## src/rtl/adder_tb_pkg.sv

```systemverilog
// Shared constants, state encoding and MISR step for the adder test bench.
package adder_tb_pkg;

    localparam int unsigned SIG_W     = 16;
    localparam logic [15:0] MISR_TAPS = 16'hE010;
    localparam logic [15:0] SIG_INIT  = 16'h0000;
    localparam logic [15:0] NO_ERR    = 16'hFFFF;

    typedef enum logic [1:0] {
        IDLE,
        RUN,
        DONE
    } ora_state_e;

    // One MISR/LFSR shift with feedback from the tap mask, then fold in the data word.
    function automatic logic [15:0] misr_step(input logic [15:0] sig, input logic [15:0] data);
        return {sig[14:0], ^(sig & MISR_TAPS)} ^ data;
    endfunction

endpackage

```

## src/rtl/adder_ora_delay.sv

```systemverilog
// LATENCY-stage delay line carrying a valid flag and a data word.
module adder_ora_delay #(
    parameter int unsigned W       = 17,
    parameter int unsigned LATENCY = 1
) (
    input  logic         clk,
    input  logic         rst,
    input  logic         valid_i,
    input  logic [W-1:0] data_i,
    output logic         valid_o,
    output logic [W-1:0] data_o
);

    logic [LATENCY-1:0] v_q;
    logic [W-1:0]       d_q [LATENCY];

    always_ff @(posedge clk or negedge rst) begin
        if (!rst) begin
            v_q <= '0;
            for (int unsigned i = 0; i < LATENCY; i++) begin
                d_q[i] <= '0;
            end
        end else begin
            v_q[0] <= valid_i;
            d_q[0] <= data_i;
            for (int unsigned i = 1; i < LATENCY; i++) begin
                v_q[i] <= v_q[i-1];
                d_q[i] <= d_q[i-1];
            end
        end
    end

    assign valid_o = v_q[LATENCY-1];
    assign data_o  = d_q[LATENCY-1];

endmodule

```

## src/rtl/adder_ora.sv

```systemverilog
// Output response analyser: checks adder results against a delayed reference,
// compacts sums into a MISR and reports a sticky verdict after PATTERNS compares.
module adder_ora
    import adder_tb_pkg::*;
#(
    parameter int unsigned WIDTH    = 16,
    parameter int unsigned PATTERNS = 100,
    parameter int unsigned LATENCY  = 1
) (
    input  logic             clk,
    input  logic             rst,
    input  logic             valid,
    input  logic [WIDTH-1:0] a,
    input  logic [WIDTH-1:0] b,
    input  logic [WIDTH-1:0] sum,
    input  logic             cout,
    output logic             done,
    output logic             pass,
    output logic [15:0]      err_count,
    output logic [15:0]      first_err,
    output logic [15:0]      signature
);

    localparam int unsigned EW = WIDTH + 1;

    logic [EW-1:0] exp_c;
    logic          cmp_v;
    logic [EW-1:0] cmp_e;
    logic          mismatch_c;
    logic          compare_c;
    logic [15:0]   sum16_c;

    ora_state_e  state_q, state_d;
    logic [15:0] idx_q, idx_d;
    logic [15:0] err_q, err_d;
    logic [15:0] first_q, first_d;
    logic [15:0] sig_q, sig_d;
    logic        done_q, done_d;
    logic        pass_q, pass_d;

    assign exp_c = EW'(a) + EW'(b);

    adder_ora_delay #(
        .W       (EW),
        .LATENCY (LATENCY)
    ) u_delay (
        .clk     (clk),
        .rst     (rst),
        .valid_i (valid),
        .data_i  (exp_c),
        .valid_o (cmp_v),
        .data_o  (cmp_e)
    );

    assign mismatch_c = ({cout, sum} != cmp_e);
    assign sum16_c    = SIG_W'(sum);

    always_ff @(posedge clk or negedge rst) begin
        if (!rst) begin
            state_q <= IDLE;
            idx_q   <= '0;
            err_q   <= '0;
            first_q <= NO_ERR;
            sig_q   <= SIG_INIT;
            done_q  <= 1'b0;
            pass_q  <= 1'b0;
        end else begin
            state_q <= state_d;
            idx_q   <= idx_d;
            err_q   <= err_d;
            first_q <= first_d;
            sig_q   <= sig_d;
            done_q  <= done_d;
            pass_q  <= pass_d;
        end
    end

    // Next state, counters and MISR; DONE accepts nothing further.
    always_comb begin
        state_d   = state_q;
        idx_d     = idx_q;
        err_d     = err_q;
        first_d   = first_q;
        sig_d     = sig_q;
        done_d    = done_q;
        pass_d    = pass_q;
        compare_c = 1'b0;

        case (state_q)
            IDLE: begin
                if (cmp_v) begin
                    compare_c = 1'b1;
                    state_d   = RUN;
                end
            end
            RUN: begin
                compare_c = cmp_v;
            end
            DONE: begin
                compare_c = 1'b0;
            end
            default: begin
                state_d = IDLE;
            end
        endcase

        if (compare_c) begin
            idx_d = idx_q + 16'd1;
            sig_d = misr_step(sig_q, sum16_c);
            if (mismatch_c) begin
                if (err_q != NO_ERR) begin
                    err_d = err_q + 16'd1;
                end
                if (first_q == NO_ERR) begin
                    first_d = idx_q;
                end
            end
            if (idx_d == 16'(PATTERNS)) begin
                state_d = DONE;
                done_d  = 1'b1;
                pass_d  = (err_d == 16'd0);
            end
        end
    end

    assign done      = done_q;
    assign pass      = pass_q;
    assign err_count = err_q;
    assign first_err = first_q;
    assign signature = sig_q;

endmodule

```

## config.mk

```make
export PLATFORM = sky130hd
export DESIGN_NAME = adder_ora
export DESIGN_NICKNAME = d
export VERILOG_FILES = /design/src/rtl/adder_tb_pkg.sv /design/src/rtl/adder_ora_delay.sv /design/src/rtl/adder_ora.sv
export SDC_FILE = /design/constraint.sdc
export NUM_CORES = 1
export LEC_CHECK = 0
export ABC_AREA = 1
export CORE_MARGIN = 2
export CORE_UTILIZATION = 45
export DETAILED_ROUTE_END_ITERATION = 8
export GPL_TIMING_DRIVEN = 0
export PLACE_DENSITY = 0.74
export SYNTH_ARGS = -nofsm -noshare
export SYNTH_HDL_FRONTEND = slang
export SYNTH_SLANG_ARGS = --single-unit
```

## constraint.sdc

```tcl
create_clock -name clk -period 1.76 [get_ports clk]
set_input_delay 0.176 -clock clk [delete_from_list [all_inputs] [get_ports clk]]
set_output_delay 0.176 -clock clk [all_outputs]
set_load 0.005 [all_outputs]
```

==> impl_metrics.toml <==
[floorplanning]
core_area_sq_um = 11400
start_util_pct = 46.1
die_width_um = 112
dieArea_sq_um = 12600
io_pins = 102
die_y_um = 112
rows = 39

[yosys]
synth-async-reset-ratio_pct = 100
synth_nets = 738
yosysMostFrequentCell = "nand2_1"
synth_cells = 666
synth_top_cell_by_area = "dfrtp_1"
synth_top_family_by_area = "simple AND/OR/NAND/NOR gates"
synth_commonest_cells = "171 x nand2_1, 70 x dfrtp_1, 62 x inv_1"
avgSynthCellArea_sq_um = 7.90
synth_edf_count = 0
synthTopCellsByArea = "dfrtp_1 33%, nand2_1 12%, dfstp_2 8.0%"
synth_adder_area_share_pct = 4.90
ys_warn_count = 0
synth_mux_area_share_pct = 0
synth-seq-cells = 86
synth_cell_type_count = 42
synth_compound_area_share_pct = 10.1
synth-xor-area-share_pct = 9.49
syn_area_sq_um = 5260
ys.flop_type = "dfrtp_1"
yosysSeqAreaShare_pct = 41.3
synthSimpleGateAreaFrac_pct = 27.8
synthDominantCellAreaShare_pct = 33.3

[timing]
worst_pin_slew_ns = 0.579
period_share_pct = 110
layout_min_cycle_time_ns = 1.93
rsz0062_at_grt = "true"
setup_violations = 13
relSlewSlack_pct = 61.4
layout_setup_ws_ns = -0.168
tns_ns = -0.472
finalMaxSlewViolations = 0
fin_worst_hold_slack_ns = 0.176
fmax_mhz = 519
final_hold_viol_count = 0
clock_skew_ns = 0.00993

[cts]
clk-insertion-delay-late_ns = 0.35
numCtsBuffers = 9
cts_num_sinks = 86
clk_pin_slew_ns = 0.07
cts_tree = "done"
clock-root-buffer = "clkbuf_16"
cts_buffer_depth = 2
htreeDepth = 3

[routing]
wirelength_um = 14900
routedWlPerCell_um = 15.4
drtIter0Drc = 277
viasPerCell = 5.32
drc = 0
vias = 5154
ant_nets = 0
first_pass_iters = 5

[place]
dpl.hpwl_um = 10200
portBuffers = 101
routabilityCongestion = 0.918

[worst_hold_path]
hold_path.class = "input pin to flop"
min_path_cells = 2

[setup_path]
start_kind = "flop"
end_kind = "flop"
cpMaxStageDelayCell = "dfrtp_1"
path_common_cell = "nor2_1"
crit_type = "flop to flop"
max_stage_delay_ns = 0.40
worst-r2r-cell-count = 10
worstPathCellList = "inv_1 > nor3_4 > buf_4 > xor2_2 > nor2_1 > nand2_1 > nor2_1 > nand3_1 > nor2_2 > or2_1"
cp.required_ns = 1.99
path_max_fanout = 4
critPathArrivalTime_ns = 2.16

[grt]
top_usage_layer = "met2"
grt_max_degree = 55
grt_overflow = 0
grt_util_met3_pct = 4.70
antenna_found_initial = 0
grt_pass1_vias = 5057
grt_pass1_wl_um = 23800
grt_use_met2_pct = 38.7
groute.layer.met1.usage_pct = 30.3
grt.total_usage_pct = 23.5

[job]
maxCapViolCount = 0

[final_layout]
fill_cells = 941
nets = 892
drive_gt1_share_pct = 22.8
num_antenna_cells = 0
syn2layout_area_growth_pct = 43.3
post-route-util_pct = 66.0

[power_and_ir_drop]
peakVddDrop_mv = 0.692
p_leak_nw = 3.48
powerDensity_nw_per_um2 = 1010

[status]
status = "complete, but fails checks"
violations = "negative setup slack"
[cells in the final DEF (no fill, tap or decap), types with 3 or more instances in the layout]
cell and n:
buf_4 32, nor2_1 50, nand3_4 3, dfstp_2 16
inv_2 8, inv_1 59, nor3_4 3, buf_6 10
or2_1 4, nand2_1 163, clkbuf_16 9, nor3_1 4
clkbuf_2 3, o21ai_1 8, o21ai_2 7, xnor2_1 30
nand2_2 14, dfrtp_1 58, ha_1 13, a31oi_1 9
a21oi_2 11, nand4_1 23, nor2_4 5, nand3_2 5
clkinv_1 4, o21ai_0 37, xor2_2 3, dfrtp_2 12
buf_2 3, clkbuf_1 6, a21oi_1 12, clkdlybuf4s50_1 90
xor2_1 23, dlymetal6s2s_1 8, nor2_2 7, ha_4 4
nand3_1 27, a21boi_2 9
[worst paths after layout]
check / startpoint / end / slack, ns
worst min register to register: state_q[0] / state_q[1] / 0.45
worst max-delay path: idx_q[5] / done / -0.17
min in group asynchronous: rst / idx_q[14] / 0.32
worst max register to register: idx_q[5] / done / -0.17
worst min-delay path: b[0] / u_delay.data_o[0] / 0.18
max in group asynchronous: rst / first_err[2] / 0.79
[critical path, delay by kind of cell, from the launching register on]
kind	cells	cell delay, ns
DFF	1	0.40
buffers and inverters	2	0.36
and+or+nand+nor	7	0.86
xor gates and xnor gates	1	0.19
[state kept, by name, summed over array words and instances, names as in the netlist]
signal           flops
pass                 1
u_delay.valid_o      1
first_err           16
u_delay.data_o      17
err_count           16
idx_q               16
state_q              2
done                 1
signature           16
[area by class of cell]
cell class	count	area [sq um]	area share, %
well taps	143	179	2.37
repair buffers	143	1410	18.7
clock inverters	5	33.8	0.448
clock buffers	11	243	3.22
inverters	70	263	3.49
multi-input cells	494	3130	41.5
flip-flops and latches	86	2190	29.0
plain buffers	16	97.6	1.29
[power by group]
part           switching [mW]  internal, mW
Clock                   0.810         0.996
Sequential              0.484          2.37
Combinational            1.51          1.46
Total                    2.80          4.83
[timing repair]
item | in CTS | in global routing
setup endpoints to repair | 47 | 63
hold buffers | 1 | 0
cloned | 1 | 0
hold endpoints to repair | 25 | 0
gates resized for setup | 51 | 80
pin swaps | 20 | 46
setup buffers | 24 | 16
[per-stage QoR]
step | total power [mW] | cell area, sq um | cells | setup WS (ns)
6_report | 7.64 | 7540 | 968 | -0.168
5_1_grt | 8.10 | 7540 | 968 | -0.290
4_1_cts | 7.31 | 7140 | 953 | -0.128
3_5_place_dp | 5.27 | 6500 | 911 | -0.665
3_3_place_gp | 5.20 | 6470 | 910 | -2.60
2_1_floorplan | 4.20 | 5280 | 666 | -0.00277
[metal layers]
layer | wire (um) | part of all wire (%)
met5 | 0 | 0
met4 | 347 | 2.3
met3 | 1010 | 6.8
met2 | 7240 | 49
met1 | 6260 | 42
[logic make-up (layout without fill, tap and decap cells)]
group | count (synthesis) | count (layout)
buf+inv | 86 | 245
flops | 86 | 86
simple gates | 320 | 320
fa+ha+maj | 20 | 20
xor+xnor | 57 | 57
compound gates | 97 | 97
Power figures use the tool's default switching activity.
